### config.mk
export PLATFORM = sky130hd
export DESIGN_NAME = alien_bomb
export DESIGN_NICKNAME = d
export VERILOG_FILES = /design/src/rtl/alien_bomb.sv
export SDC_FILE = /design/constraint.sdc
export NUM_CORES = 1
export LEC_CHECK = 0
export BUFFER_PORTS_ARGS = -buffer_cell sky130_fd_sc_hd__buf_2
export CORE_MARGIN = 1.5
export CORE_UTILIZATION = 40
export CTS_BUF_LIST = sky130_fd_sc_hd__clkbuf_2 sky130_fd_sc_hd__clkbuf_4 sky130_fd_sc_hd__clkbuf_8
export DETAILED_ROUTE_END_ITERATION = 7
export GPL_TIMING_DRIVEN = 0
export PLACE_DENSITY = 0.65
export RECOVER_POWER = 50
export SETUP_SLACK_MARGIN = 0.2
export SKIP_CTS_REPAIR_TIMING = 1
export SLEW_MARGIN = 20
export SYNTH_ARGS = -nofsm -noshare
export SYNTH_HDL_FRONTEND = slang
export SYNTH_SLANG_ARGS = --single-unit
### constraint.sdc
create_clock -name clk -period 4 [get_ports clk]
set_input_delay 0.6 -clock clk [delete_from_list [all_inputs] [get_ports clk]]
set_output_delay 0.6 -clock clk [all_outputs]
set_load 0.02 [all_outputs]
### src/rtl/alien_bomb.sv
// Alien return fire: drops one bomb at a time from the firing alien, steps it down
// once per video frame, and tracks ship collisions, lives and game over.
module alien_bomb #(
    parameter logic [10:0] BOTTOM_EDGE       = 11'd480,
    parameter logic [10:0] SHIP_TOP          = 11'd420,
    parameter logic [10:0] SHIP_BOTTOM       = 11'd430,
    parameter logic [10:0] SHIP_HALF_LEN     = 11'd20,
    parameter logic [10:0] ALIEN_HALF_HEIGHT = 11'd8,
    parameter logic [10:0] BOMB_HALF_W       = 11'd1,
    parameter logic [10:0] BOMB_HALF_H       = 11'd4,
    parameter logic [10:0] BOMB_SPEED        = 11'd2,
    parameter logic [6:0]  MIN_DELAY         = 7'd30,
    parameter logic [5:0]  HIT_FRAMES        = 6'd30,
    parameter logic [1:0]  INIT_LIVES        = 2'd3,
    parameter logic [7:0]  COLOR_BOMB        = 8'b00111111
) (
    input  logic        clk,
    input  logic        rst,
    input  logic        restart,
    input  logic [1:0]  mode,
    input  logic [10:0] xCoord,
    input  logic [10:0] yCoord,
    input  logic [10:0] alien_xCoord,
    input  logic [10:0] alien_yCoord,
    input  logic [10:0] spaceship_xCoord,
    output logic [7:0]  rgb_bomb,
    output logic        is_bomb,
    output logic        ship_hit,
    output logic        ship_flash,
    output logic [1:0]  lives,
    output logic        game_over
);

    typedef enum logic [1:0] {IDLE, FALLING, HIT, OVER} state_t;

    state_t      state;
    logic        f_now, f_q;
    logic [7:0]  lfsr;
    logic [6:0]  delay;
    logic [10:0] bomb_x, bomb_y;
    logic [5:0]  flash_cnt;

    logic        tick, run, reinit, hit_now, miss_now;
    logic [6:0]  idle_delay;

    // Edge-detect the (0,0) pixel so the tick is one clk wide whatever the pixel rate.
    assign tick   = f_now & ~f_q;
    assign run    = tick & (mode == 2'd2);
    assign reinit = rst | restart | ~mode[1];

    assign idle_delay = MIN_DELAY + {1'b0, lfsr[5:0]};

    // All compares in addition form so nothing underflows near the screen edge.
    assign hit_now = (bomb_y + BOMB_HALF_H >= SHIP_TOP)
                  && (bomb_y <= SHIP_BOTTOM + BOMB_HALF_H)
                  && (bomb_x + SHIP_HALF_LEN >= spaceship_xCoord)
                  && (bomb_x <= spaceship_xCoord + SHIP_HALF_LEN);
    assign miss_now = (bomb_y + BOMB_HALF_H >= BOTTOM_EDGE);

    assign is_bomb = (state == FALLING)
                  && (xCoord + BOMB_HALF_W >= bomb_x) && (xCoord <= bomb_x + BOMB_HALF_W)
                  && (yCoord + BOMB_HALF_H >= bomb_y) && (yCoord <= bomb_y + BOMB_HALF_H);

    assign rgb_bomb   = COLOR_BOMB;
    assign ship_flash = (state == HIT);
    assign game_over  = (state == OVER);

    always_ff @(posedge clk) begin
        if (rst) begin
            f_now <= 1'b0;
            f_q   <= 1'b0;
        end else begin
            f_now <= (xCoord == 11'd0) && (yCoord == 11'd0);
            f_q   <= f_now;
        end
    end

    // Only rst reloads the seed, so restarts keep drawing fresh launch delays.
    always_ff @(posedge clk) begin
        if (rst)
            lfsr <= 8'hA5;
        else if (run && !reinit)
            lfsr <= {lfsr[6:0], lfsr[7] ^ lfsr[5] ^ lfsr[4] ^ lfsr[3]};
    end

    always_ff @(posedge clk) begin
        ship_hit <= 1'b0;
        if (reinit) begin
            state     <= IDLE;
            delay     <= MIN_DELAY;
            lives     <= INIT_LIVES;
            bomb_x    <= 11'd0;
            bomb_y    <= 11'd0;
            flash_cnt <= 6'd0;
        end else if (run) begin
            case (state)
                IDLE: begin
                    if (delay != 7'd0) begin
                        delay <= delay - 7'd1;
                    end else if (alien_xCoord != 11'd0) begin
                        bomb_x <= alien_xCoord;
                        bomb_y <= alien_yCoord + ALIEN_HALF_HEIGHT + BOMB_HALF_H;
                        state  <= FALLING;
                    end
                end
                FALLING: begin
                    if (hit_now) begin
                        ship_hit  <= 1'b1;
                        if (lives != 2'd0)
                            lives <= lives - 2'd1;
                        flash_cnt <= HIT_FRAMES;
                        state     <= HIT;
                    end else if (miss_now) begin
                        delay <= idle_delay;
                        state <= IDLE;
                    end else begin
                        bomb_y <= bomb_y + BOMB_SPEED;
                    end
                end
                HIT: begin
                    if (flash_cnt <= 6'd1) begin
                        flash_cnt <= 6'd0;
                        if (lives == 2'd0) begin
                            state <= OVER;
                        end else begin
                            delay <= idle_delay;
                            state <= IDLE;
                        end
                    end else begin
                        flash_cnt <= flash_cnt - 6'd1;
                    end
                end
                default: ;
            endcase
        end
    end

endmodule

==> results.py <==
metrics = {
    "yosys": {
        "yosysTopAreaCell": "ha_1",
        "synthAdderAreaFrac": 0.1915,
        "synth_edf_count": 0,
        "synth_compound_area_frac": 0.2071,
        "synth_xor_area_frac": 0.09599,
        "syn_area_sq_um": 5553,
        "ys_warn_count": 0,
        "synth_top_family_by_area": "simple AND/OR/NAND/NOR gates",
        "ys_seq_area_frac": 0.1803,
        "synth.area.mux_share": 0.02343,
        "yosys.cell_types.count": 73,
        "synth-seq-cells": 50,
        "ys_top_cells_by_area": "ha_1, dfxtp_1, xnor2_1",
        "synth_top_flop_cell": "dfxtp_1",
        "synthSimpleGateAreaFrac": 0.2305,
        "ys_top_cells_by_count": "ha_1, nand2_1, inv_1",
        "async_flop_share": 0,
        "synth.avg_cell_area_sq_um": 7.777,
        "synth_top_area_share": 0.1915,
        "syn_inst": 714,
        "yosysMostFrequentCell": "ha_1",
    },
    "setup_path": {
        "crit_arrival_ns": 3.06,
        "crit_type": "primary input to output port",
        "cp-end-kind": "output port",
        "required_ns": 3.40,
        "crit_path_start_kind": "primary input",
        "cp_max_fo": 6,
    },
    "floorplan": {
        "die_w_microns": 120.8,
        "core_area_sq_um": 13400,
        "io_pins": 74,
        "row_count": 42,
        "die_h_microns": 120.8,
        "start_util": 0.4144,
        "die_area_sq_um": 14600,
    },
    "routing": {
        "drtIter0Drc": 233,
        "drcViolationCount": 0,
        "wl_mm": 14.32,
        "ant_nets": 0,
        "wl_per_cell_microns": 14.78,
        "detail_route.first_pass.iterations": 4,
        "vias": 5250,
        "vias_per_cell": 5.418,
    },
    "power": {
        "p_leak_nw": 2.462,
        "switching_share": 0.2809,
        "max-vdd-ir-drop_mv": 0.1232,
        "intPower_uw": 776.9,
        "sequentialPowerShare": 0.460,
        "comb_power_share": 0.193,
        "pwr-share-clk": 0.346,
        "p_total_mw": 1.080,
        "powerDensity_nw_per_um2": 171.3,
        "power_switching_uw": 303.5,
    },
    "run": {
        "drv_cap": 0,
    },
    "timing": {
        "period_share": 0.9148,
        "skew_ns": 0.01603,
        "slew_headroom": 0.3622,
        "rsz0062_at_grt": "true",
        "fin_crit_ns": 3.659,
        "maxSlewViolCount": 0,
        "tightest_slew_ns": 0.9326,
        "setup_tns_ns": 0,
        "fmax_mhz": 273.3,
        "holdWs_ns": 0.4678,
        "setup_violations": 0,
        "finalHoldViolCount": 0,
    },
    "cells_and_area": {
        "layout.nets": 937,
        "area_growth_pct": 13.61,
        "final_cells": 969,
        "num_antenna_cells": 0,
        "fillers": 1394,
        "layout-drive-gt1-share": 0.1375,
        "multi_input_area_sq_um": 4264,
        "regArea_sq_um": 1005,
    },
    "clock_tree": {
        "clockRootBuffer": "clkbuf_8",
        "clkSlewWorstSetupHoldPaths_ns": 0.10,
        "clk-insertion-delay-late_ns": 0.32,
        "cts_buffers": 5,
        "clockBufferDepth": 2,
        "clock_sinks": 50,
        "ctsHtreeMaxLevel": 2,
        "cts_tree": "done",
    },
    "global_routing": {
        "grt_use_met3": 0.01887,
        "grt_pass1_vias": 4907,
        "grt_use_met1": 0.2954,
        "antenna_found_initial": 0,
        "grt_overflow": 0,
        "grt_pass1_wl_mm": 24.17,
        "globalRouteMet2Util": 0.3228,
        "grt_max_degree": 17,
        "track_usage": 0.2024,
        "busiest_layer": "met2",
    },
    "place": {
        "dp.final_hpwl_mm": 11.55,
        "dpl.cell_count": 961,
        "place.gp.congestion": 0.9045,
        "portBuffers": 65,
    },
    "run_status": {
        "status": "complete, no violations",
    },
    "hold_path": {
        "min_path_type": "register to register",
    },
}
per-stage QoR:
step	area (sq um)	setup slack, ns	util
4_1_cts	6233	-0.06372	0.4652
6_report	6309	0.3406	0.4708
3_3_place_gp	6121	0.009351	0.4568
3_5_place_dp	6121	-0.04827	0.4568
5_1_grt	6309	0.1008	0.4708
2_1_floorplan	5575	0.5452	-
critical path, cell delays in order:
cell and delay (ns):
clkbuf_1 0.26, ha_1 0.28, nand3_1 0.11, xnor2_1 0.18
ha_1 0.28, a2111o_1 0.37, a31o_2 0.22, a221oi_1 0.49
nor4b_4 0.09, buf_4 0.18
power groups by stage:
| stage | Clock [mW] | Sequential (mW) | Combinational [mW] |
|---|---|---|---|
| finish | 0.374 | 0.497 | 0.209 |
| global route | 0.402 | 0.498 | 0.239 |
| CTS | 0.382 | 0.497 | 0.206 |
| detailed placement | 0 | 0.509 | 0.205 |
| global placement | 0 | 0.509 | 0.204 |
| floorplan | 0 | 0.509 | 0.125 |
logic make-up after synthesis:
family,after synthesis
AND/OR/NAND/NOR,252
adder cells (fa/ha/maj),85
flip-flops,50
multiplexers,13
AO/OA/AOI/OAI,160
other,2
buffers and inverters,92
XOR/XNOR,60
cell type report:
class,count,share of cell area
Clock buffer,5,0.01091
Multi-Input combinational cell,578,0.6759
Tap cell,176,0.03491
Buffer,34,0.02717
Sequential cell,50,0.1593
Timing Repair Buffer,65,0.05038
Inverter,58,0.03451
Clock inverter,3,0.006942
routing by layer:
metal / vias up / share of wire
met5: - / 0
met4: 0 / 0.014
met3: 14 / 0.039
met2: 121 / 0.45
met1: 2372 / 0.50
li1: 2743 / -
path summary, 6_finish.rpt:
kind / startpoint / to / slack, ns / depth (start not counted)
worst max-delay path: yCoord[2] / is_bomb / 0.34 / 10
worst min-delay path: lfsr[6]$_SDFFE_PP0P_ / lfsr[6]$_SDFFE_PP0P_ / 0.47 / 2
worst max register to register: bomb_x[6]$_SDFFE_PP0P_ / delay[4]$_SDFFE_PP1P_ / 0.57 / 13
worst min register to register: lfsr[6]$_SDFFE_PP0P_ / lfsr[6]$_SDFFE_PP0P_ / 0.47 / 2
flip-flops by register name, summed over array words and instances, names as in the netlist:
register	flops
ship_hit	1
bomb_x	11
lfsr	8
lives	2
f_q	1
state	2
bomb_y	11
flash_cnt	6
delay	7
f_now	1
placed cells by master (no fill, tap or decap), types with 8 or more instances in the layout:
cell	instances
nand3_1	38
clkbuf_1	26
nor2_1	52
o21ai_0	24
buf_2	57
ha_1	83
o32ai_1	8
nand2_1	59
a21oi_1	43
nor3_1	14
nand4_1	19
conb_1	8
buf_4	11
dfxtp_1	47
xnor2_1	48
xor2_1	10
and3_1	13
a21o_1	9
mux2i_1	13
o211ai_1	9
inv_1	58
Power figures use the tool's default switching activity.
